<file path="src/rtl/rv_ctrl_pkg.sv">
// Shared encodings for the RV32 multi-cycle controller: opcodes, FSM states,
// instruction classes and datapath mux/ALU select values.
package rv_ctrl_pkg;

    localparam int unsigned OPC_W = 7;
    localparam int unsigned SEL_W = 2;

    localparam logic [OPC_W-1:0] OP_LUI    = 7'b0110111;
    localparam logic [OPC_W-1:0] OP_R      = 7'b0110011;
    localparam logic [OPC_W-1:0] OP_ADDI   = 7'b0010011;
    localparam logic [OPC_W-1:0] OP_LOAD   = 7'b0000011;
    localparam logic [OPC_W-1:0] OP_STORE  = 7'b0100011;
    localparam logic [OPC_W-1:0] OP_BRANCH = 7'b1100011;

    typedef enum logic [2:0] {
        IDLE   = 3'd0,
        FETCH  = 3'd1,
        DECODE = 3'd2,
        EXEC   = 3'd3,
        MEM    = 3'd4,
        WB     = 3'd5,
        TRAP   = 3'd6
    } state_e;

    typedef enum logic [2:0] {
        CLS_ILLEGAL = 3'd0,
        CLS_LUI     = 3'd1,
        CLS_R       = 3'd2,
        CLS_ADDI    = 3'd3,
        CLS_LOAD    = 3'd4,
        CLS_STORE   = 3'd5,
        CLS_BRANCH  = 3'd6
    } cls_e;

    localparam logic SEL_A_PC4 = 1'b0;
    localparam logic SEL_A_BR  = 1'b1;

    localparam logic [SEL_W-1:0] SEL_B_RS2  = 2'b00;
    localparam logic [SEL_W-1:0] SEL_B_IIMM = 2'b01;
    localparam logic [SEL_W-1:0] SEL_B_SIMM = 2'b10;
    localparam logic [SEL_W-1:0] SEL_B_UIMM = 2'b11;

    localparam logic [SEL_W-1:0] SEL_C_UIMM = 2'b00;
    localparam logic [SEL_W-1:0] SEL_C_ALU  = 2'b01;
    localparam logic [SEL_W-1:0] SEL_C_MEM  = 2'b10;
    localparam logic [SEL_W-1:0] SEL_C_NONE = 2'b11;

    localparam logic [SEL_W-1:0] ALU_ADD = 2'b00;
    localparam logic [SEL_W-1:0] ALU_SUB = 2'b01;

endpackage

</file>
<file path="src/rtl/ctrl_decode.sv">
// Combinational opcode classifier: instruction class plus the ALU-B source,
// writeback source and ALU operation that class uses.
module ctrl_decode
    import rv_ctrl_pkg::*;
(
    input  logic [6:0] opcode,
    input  logic       funct7_5,
    output cls_e       cls_c,
    output logic [1:0] sel_b_c,
    output logic [1:0] sel_c_c,
    output logic [1:0] alu_op_c
);

    always_comb begin
        cls_c    = CLS_ILLEGAL;
        sel_b_c  = SEL_B_RS2;
        sel_c_c  = SEL_C_NONE;
        alu_op_c = ALU_ADD;
        case (opcode)
            OP_LUI: begin
                cls_c   = CLS_LUI;
                sel_b_c = SEL_B_UIMM;
                sel_c_c = SEL_C_UIMM;
            end
            OP_R: begin
                cls_c    = CLS_R;
                sel_c_c  = SEL_C_ALU;
                alu_op_c = funct7_5 ? ALU_SUB : ALU_ADD;
            end
            OP_ADDI: begin
                cls_c   = CLS_ADDI;
                sel_b_c = SEL_B_IIMM;
                sel_c_c = SEL_C_ALU;
            end
            OP_LOAD: begin
                cls_c   = CLS_LOAD;
                sel_b_c = SEL_B_IIMM;
                sel_c_c = SEL_C_MEM;
            end
            OP_STORE: begin
                cls_c   = CLS_STORE;
                sel_b_c = SEL_B_SIMM;
            end
            OP_BRANCH: begin
                cls_c    = CLS_BRANCH;
                alu_op_c = ALU_SUB;
            end
            default: ;
        endcase
    end

endmodule

</file>
<file path="src/rtl/multicycle_control.sv">
// Multi-cycle FETCH/DECODE/EXEC/MEM/WB sequencer for the RV32 datapath,
// with shared instruction/data memory handshake and retired-instruction count.
module multicycle_control
    import rv_ctrl_pkg::*;
#(
    parameter int unsigned CNT_W           = 32,
    parameter bit          TRAP_ON_ILLEGAL = 1'b1
) (
    input  logic             clk,
    input  logic             rst_n,
    input  logic             run,
    input  logic [6:0]       opcode,
    input  logic             funct7_5,
    input  logic             cero,
    input  logic             mem_ready,
    output logic             mem_req,
    output logic             mem_sel,
    output logic             MEM_RD,
    output logic             MEM_WR,
    output logic             IR_WR,
    output logic             PC_WR,
    output logic             S_Mux_A,
    output logic [1:0]       S_Mux_B,
    output logic [1:0]       S_Mux_C,
    output logic [1:0]       control_ALU,
    output logic             REG_RD,
    output logic             REG_WR,
    output logic [2:0]       state_o,
    output logic             trap,
    output logic [CNT_W-1:0] instret
);

    state_e           state_q;
    state_e           state_d;
    logic [OPC_W-1:0] op_q;
    logic             f7_q;
    logic [CNT_W-1:0] instret_q;
    logic             trap_q;
    logic             retire;

    cls_e             cls;
    logic [1:0]       sel_b;
    logic [1:0]       sel_c;
    logic [1:0]       alu_op;

    ctrl_decode u_decode (
        .opcode   (op_q),
        .funct7_5 (f7_q),
        .cls_c    (cls),
        .sel_b_c  (sel_b),
        .sel_c_c  (sel_c),
        .alu_op_c (alu_op)
    );

    // State register
    always_ff @(posedge clk or negedge rst_n) begin
        if (!rst_n) begin
            state_q <= IDLE;
        end else begin
            state_q <= state_d;
        end
    end

    // Latched instruction fields, retire counter and sticky trap flag
    always_ff @(posedge clk or negedge rst_n) begin
        if (!rst_n) begin
            op_q      <= '0;
            f7_q      <= 1'b0;
            instret_q <= '0;
            trap_q    <= 1'b0;
        end else begin
            if (state_q == FETCH && mem_ready) begin
                op_q <= opcode;
                f7_q <= funct7_5;
            end
            if (retire) begin
                instret_q <= instret_q + CNT_W'(1);
            end
            if (state_d == TRAP) begin
                trap_q <= 1'b1;
            end
        end
    end

    // Next-state and control decode
    always_comb begin
        state_d     = state_q;
        retire      = 1'b0;
        mem_req     = 1'b0;
        mem_sel     = 1'b0;
        MEM_RD      = 1'b0;
        MEM_WR      = 1'b0;
        IR_WR       = 1'b0;
        PC_WR       = 1'b0;
        S_Mux_A     = SEL_A_PC4;
        S_Mux_B     = SEL_B_RS2;
        S_Mux_C     = SEL_C_NONE;
        control_ALU = ALU_ADD;
        REG_RD      = 1'b0;
        REG_WR      = 1'b0;

        case (state_q)
            IDLE: begin
                if (run) state_d = FETCH;
            end
            FETCH: begin
                mem_req = 1'b1;
                MEM_RD  = 1'b1;
                IR_WR   = mem_ready;
                if (mem_ready) state_d = DECODE;
            end
            DECODE: begin
                REG_RD = (cls != CLS_LUI);
                PC_WR  = 1'b1;
                case (cls)
                    CLS_LUI:     state_d = WB;
                    CLS_ILLEGAL: begin
                        if (TRAP_ON_ILLEGAL) state_d = TRAP;
                        else                 retire  = 1'b1;
                    end
                    default:     state_d = EXEC;
                endcase
            end
            EXEC: begin
                REG_RD      = 1'b1;
                S_Mux_B     = sel_b;
                control_ALU = alu_op;
                case (cls)
                    CLS_LOAD, CLS_STORE: state_d = MEM;
                    CLS_BRANCH: begin
                        PC_WR   = cero;
                        S_Mux_A = SEL_A_BR;
                        retire  = 1'b1;
                    end
                    default: state_d = WB;
                endcase
            end
            MEM: begin
                mem_req     = 1'b1;
                mem_sel     = 1'b1;
                MEM_RD      = (cls == CLS_LOAD);
                MEM_WR      = (cls == CLS_STORE);
                S_Mux_B     = sel_b;
                control_ALU = alu_op;
                if (mem_ready) begin
                    if (cls == CLS_LOAD) state_d = WB;
                    else                 retire  = 1'b1;
                end
            end
            WB: begin
                REG_WR      = 1'b1;
                S_Mux_B     = sel_b;
                S_Mux_C     = sel_c;
                control_ALU = alu_op;
                retire      = 1'b1;
            end
            TRAP: ;
            default: state_d = IDLE;
        endcase

        // A retiring instruction hands off to the next fetch only while run is held
        if (retire) state_d = run ? FETCH : IDLE;
    end

    assign state_o = state_q;
    assign trap    = trap_q;
    assign instret = instret_q;

endmodule

</file>
<file path="config.mk">
export PLATFORM = sky130hd
export DESIGN_NAME = multicycle_control
export DESIGN_NICKNAME = d
export VERILOG_FILES = /design/src/rtl/rv_ctrl_pkg.sv /design/src/rtl/ctrl_decode.sv /design/src/rtl/multicycle_control.sv
export SDC_FILE = /design/constraint.sdc
export NUM_CORES = 1
export LEC_CHECK = 0
export BUFFER_PORTS_ARGS = -buffer_cell sky130_fd_sc_hd__buf_2
export CAP_MARGIN = 20
export CORE_ASPECT_RATIO = 1.4
export CORE_MARGIN = 10
export CORE_UTILIZATION = 30
export CTS_CLUSTER_SIZE = 8
export DETAILED_ROUTE_END_ITERATION = 10
export PLACE_DENSITY = 0.49
export SYNTH_ARGS = -nofsm -noshare
export SYNTH_HDL_FRONTEND = slang
export SYNTH_SLANG_ARGS = --single-unit
</file>
<file path="constraint.sdc">
create_clock -name clk -period 2.1 [get_ports clk]
set_input_delay 0.21 -clock clk [delete_from_list [all_inputs] [get_ports clk]]
set_output_delay 0.21 -clock clk [all_outputs]
set_load 0.05 [all_outputs]
</file>
Yosys cells after proc, flatten, opt, wreduce, memory -nomap -nowiden
Cells that the tools add are included.

Register bits after elaboration: 44. Bits of input ports: 13. Output and inout bits: 51. Logic and storage cells: 64.

Add/sub/neg operators: 1. Equal/unequal tests: 18. Muxes and demuxes: 31. Reductions and logical operators: 9.

Operators with widths (count): $pmux W3 S6 (2); $add A32 B1 Y32 const B (1); $eq A3 B3 Y1 const B (7); $eq A7 B6 Y1 const B (3); $mux W3 (5); $mux W1 (12); $pmux W2 S3 (2); $pmux W3 S2 (2); $reduce_or A2 Y1 (5); $eq A7 B2 Y1 const B (1); $eq A7 B5 Y1 const B (1); $eq A7 B7 Y1 const B (1); $eq A3 B1 Y1 const B (2); $eq A3 B2 Y1 const B (2); $logic_not A3 Y1 (2); $mux W2 (3); $pmux W1 S2 (3); $pmux W2 S2 (1); $ne A3 B1 Y1 const B (1); $pmux W1 S3 (1); $reduce_or A3 Y1 (1); $logic_and A1 B1 Y1 (1).

Longest topological paths before layout
Depth after elaboration: 8. Mapped depth: 7. Depth with buffers taken out: 4.

Modules after synthesis
A second synthesis with hierarchy kept.

Cell total of the unflattened synthesis: 248. Area total of the unflattened synthesis: 2611.3 µm².

By module, submodules not included: multicycle_control (times used 1, cells an instance 218, area an instance 2418.6 µm², sequential area each 1101.1 µm²); ctrl_decode (times used 1, cells an instance 30, area an instance 192.7 µm², sequential area each 0.0 µm²).

Worst setup path before layout
No wires, ideal clock.

Path type: flip-flop to output port. Start point: reg state_q[1] (netlist: state_o[1]). End point: out MEM_WR. Arrival time: 2.160 ns. Data required time: 1.890 ns. Slack: -0.270 ns. Stages on the path, launching flop included: 4. Path buffers: 1. Cell sequence: dfrtp_1 buf_2 nand2b_1 nor3_1.

Longest elaborated chain between the ends: 2.

RTL lines: start: declaration (line multicycle_control.sv:33) `state_e state_q;`; start signal: assignment (line multicycle_control.sv:60) `state_q <= state_d;`; $eq A3 B3 Y1 (line multicycle_control.sv:102) `case (state_q)`; $mux W1 (line multicycle_control.sv:102); end: declaration (line multicycle_control.sv:19) `output logic MEM_WR,`.

Every way passes these cells.

Worst setup path after layout
Start point: reg op_q[3]. End point: out MEM_WR.

Longest elaborated chain between the ends: 4. Elaborated cells between the ends (all ways): 9. Classes of those cells: eq/ne (7); mux (2).

RTL lines: start: declaration (line multicycle_control.sv:35) `logic [OPC_W-1:0] op_q;`; start signal: assignment (line multicycle_control.sv:73) `op_q <= opcode;`; $eq A7 B7 Y1, or another cell as far along (line ctrl_decode.sv:19) `case (opcode)`; $pmux W3 S6 (*) (line ctrl_decode.sv:19); $eq A3 B3 Y1 (*) (line multicycle_control.sv:142) `MEM_WR = (cls == CLS_STORE);`; $mux W1 (*) (line multicycle_control.sv:102).

Every way passes the cells marked *; elsewhere a longest branch is shown, timed or not.

==> summary.md <==
| Metric | Value |
|---|---|
| Sw Ratio | 43.0% |
| DRC viols | 0 |
| Placer Congestion | 0.862 |
| Setup crit start kind | register |
| Critical path class | register to primary output |
| Avg WL per Cell | 16.9 um |
| Worst-case clock buffer depth | 2 |
| First-pass GRT wire length | roughly 12 mm |
| Die Wd | around 98 um |
| CP Depth | 5 |
| Worst slew margin | slightly below 60% |
| Worst min-delay path class | input port to register |
| Async SR Flop Fraction | 100% |
| LEAKAGE | 1.42 nW |
| Gr usage total | 11.1% |
| Status | finished, final reports clean |
| Layout Nets | about 330 |
| Pwr dens | 1310 nW/um^2 |
| WP buf/inv | 1 |
| Peak VDD IR | 620 uV |
| Later-pin clock latency in the skew report | slightly below 0.3 ns |
| Synth Area per Inst | 10.6 um^2 |
| I/O Pins | between 60 and 70 |
| Syn Std Cell Area | 2550 um^2 |
| H-tree Lvls | 2 |
| Synth cell types | 46 |
| Final setup fails | 0 |
| Maximum clock frequency | 0.490 GHz |
| Commonest non-fill, non-tap cells in the layout | 56 x buf_2, 42 x dfrtp_1, 31 x xnor2_1 |
| Worst hold path startpoint | opcode[6] |
| Worst R2R Path Depth | 6 |
| Post-detail-place hpwl | 5.20 mm |
| Int Pwr | 2.45 mW |
| Via count | 2188 |
| Final Util | 39.9% |
| Input/output buffers | 62 |
| Slew Viols, Final | 0 |
| Layout cells sized above 1 | 35.9% |
| Starting DRT DRC Count | 72 |
| Seq cells post-synth | 44 |
| Largest cells by area after synthesis | dfrtp_1 43%, xnor2_1 11%, o2111ai_1 6.9% |
| Die span in y | 129 um |
| Vias in the first global route | 2326 |
| Crit path capture | MEM_WR |
| CTS root buffer | clkbuf_16 |
| Routed Antenna Nets | 0 |
| Clock slew at the register clock pins of the worst setup and hold paths | 0.06 ns |
| Area delta synth->final | 29.0% |
| Proportion of netlist area held by the largest area contributor | a little over two fifths |
| Initial antenna violation count | 0 |
| # rows | 39 |
| # diodes | 0 |
| Die footprint | 12600 um^2 |
| Inserted Clock Buffers | 5 |
| Share of power burned in registers | 29.6% |
| Core ar. | 8250 um^2 |
| Crit path DAT | about 1.8 ns |
| Slew @ Worst Pin | 0.611 ns |
| DR pass1 iterations | 4 |
| WL final | ~7 mm |
| Largest net degree at the start of global routing | 28 |
| Final Hold Vio Count | 0 |
| GRT Residual Overflow | 0 |
| Clock network power share | 26.4% |
| Syn_nets | 255 |
| Worst-path fanout max | 4 |
| Most common cell after layout, fill and taps aside | buf_2 |
| Syn. warnings | 0 |
| Hold depth | 3 |
| Worst flop-to-flop path endpoint | instret[22]$_DFFE_PN0P_ |
| Fin crit share | 97.2% |
| Worst clock skew | 0.00406 ns |
| Switching power total | ~1.9 mW |
| Total Power | 4.30 mW |
| Combinational share of power | ~44% |
| Max-cap violations | 0 |
| Cells after Synth | 241 |
| R2r startpoint | op_q[5]$_DFFE_PN0P_ |
| Initial core utilization | 30.9% |
| Setup crit end kind | primary output |
| CP max stage cell | or3_1 |
| Number of synthesized flops with an enable pin | 0 |
| Most used DFF post-synth | dfrtp_1 |
| Reg-to-reg setup timing slack | 0.31 ns |
| Critical Path, Cell by Cell | nand3b_1 -> nand2b_4 -> or3_1 -> nor3_2 -> clkbuf_4 |
| Register area share after synthesis | about 43% |
| Critical Path RT | 1.89 ns |
| Clock sinks | 44 |
| Worst path top cell family by delay | simple AND/OR/NAND/NOR gates |
| Worst path max stage delay | 0.40 ns |
| CTS tree | built |
| Tmin final | just over 2 ns |
| Largest area contributor in the netlist | dfrtp_1 |
| Critical path origin | op_q[3]$_DFFE_PN0P_ |
| DR vias/cell | 5.29 |
stage by stage:
stage	area, um^2	hold WS [ns]	cells	setup slack (ns)	TNS, ns
2_1_floorplan	2560	-0.0856	241	-0.0825	-0.165
3_3_place_gp	3010	0.255	403	0.287	0
3_5_place_dp	3010	0.263	403	0.294	0
4_1_cts	3240	0.139	412	0.0121	0
5_1_grt	3290	0.152	414	-0.0128	-0.0168
6_report	3290	0.144	414	0.0598	0
kinds of logic (layout without fill, tap and decap cells):
kind of cell             Yosys count  in the layout  share of synthesized area [%]
AND/OR/NAND/NOR                   82             82                           19.8
AO/OA/AOI/OAI                     51             51                           16.4
flip-flops                        44             44                           43.2
XOR/XNOR                          31             31                           10.6
buffers and inverters             23             94                           5.79
multiplexers                       8              8                           3.53
adder cells (fa/ha/maj)            1              1                          0.491
other                              1              1                          0.147
sequential cells by signal, indices dropped and copies added (netlist names):
| register | cells |
|---|---|
| op_q | 7 |
| f7_q | 1 |
| trap | 1 |
| instret | 32 |
| state_o | 3 |
worst register-to-register path, delay by kind of cell, from the launching register on:
kind / cells / cell delay [ns]
xor+xnor: 1 / 0.16
buf+inv: 2 / 0.52
flops: 1 / 0.48
simple gates: 1 / 0.05
compound gates: 2 / 0.47
power groups by stage:
stage / logic (mW) / registers, mW / clock network [mW]
after global routing: 2.04 / 1.31 / 1.21
after detailed placement: 1.84 / 1.28 / 0
after floorplan: 1.16 / 1.45 / 0
final: 1.89 / 1.27 / 1.14
after global placement: 1.84 / 1.27 / 0
after CTS: 1.85 / 1.27 / 1.17
final cells by class:
cell class	instances	area, um^2
flip-flops and latches	44	1100
inverters	4	15.0
fillers	835	4960
clock buffers	5	125
multi-input cells	174	1330
well taps	102	128
clock inverters	3	90.1
repair buffers	82	503
synth_stat cells (all sizes together) (2+ instances only):
| master | n |
|---|---|
| dfrtp | 44 |
| xnor2 | 31 |
| o2111ai | 21 |
| buf | 16 |
| nor3 | 12 |
| nand2 | 9 |
| nand3 | 9 |
| nor2 | 9 |
| o211ai | 9 |
| mux2 | 8 |
| nand2b | 6 |
| nand4 | 6 |
| nor4 | 6 |
| a21oi | 5 |
| and2 | 5 |
| and3 | 5 |
| inv | 4 |
| nor2b | 4 |
| o21ai | 4 |
| clkbuf | 3 |
| a221oi | 2 |
| a31oi | 2 |
| and3b | 2 |
| and4bb | 2 |
| nand3b | 2 |
| o221ai | 2 |
| or3 | 2 |
worst min path at each step:
stage	to	slack, ns
floorplan	f7_q$_DFFE_PN0P_	-0.09
global placement	instret[17]$_DFFE_PN0P_	0.25
detailed placement	instret[18]$_DFFE_PN0P_	0.26
CTS	op_q[6]$_DFFE_PN0P_	0.14
global route	op_q[6]$_DFFE_PN0P_	0.15
finish	op_q[6]$_DFFE_PN0P_	0.14
timing repair:
item,4_1_cts,5_1_grt
setup buffers,0,2
resized for setup,1,13
endpoints found under the hold margin,23,0
endpoints found under the setup margin,1,6
hold buffers,1,0
pin swaps,0,0
cloned,0,0
routing by layer:
layer  GRT usage, %  wire [um]
met1           12.5       2850
met2           18.8       3530
met3           4.26        530
met4           4.03        100
met5              0          0
Note: power is estimated with default switching activity, not from simulation.
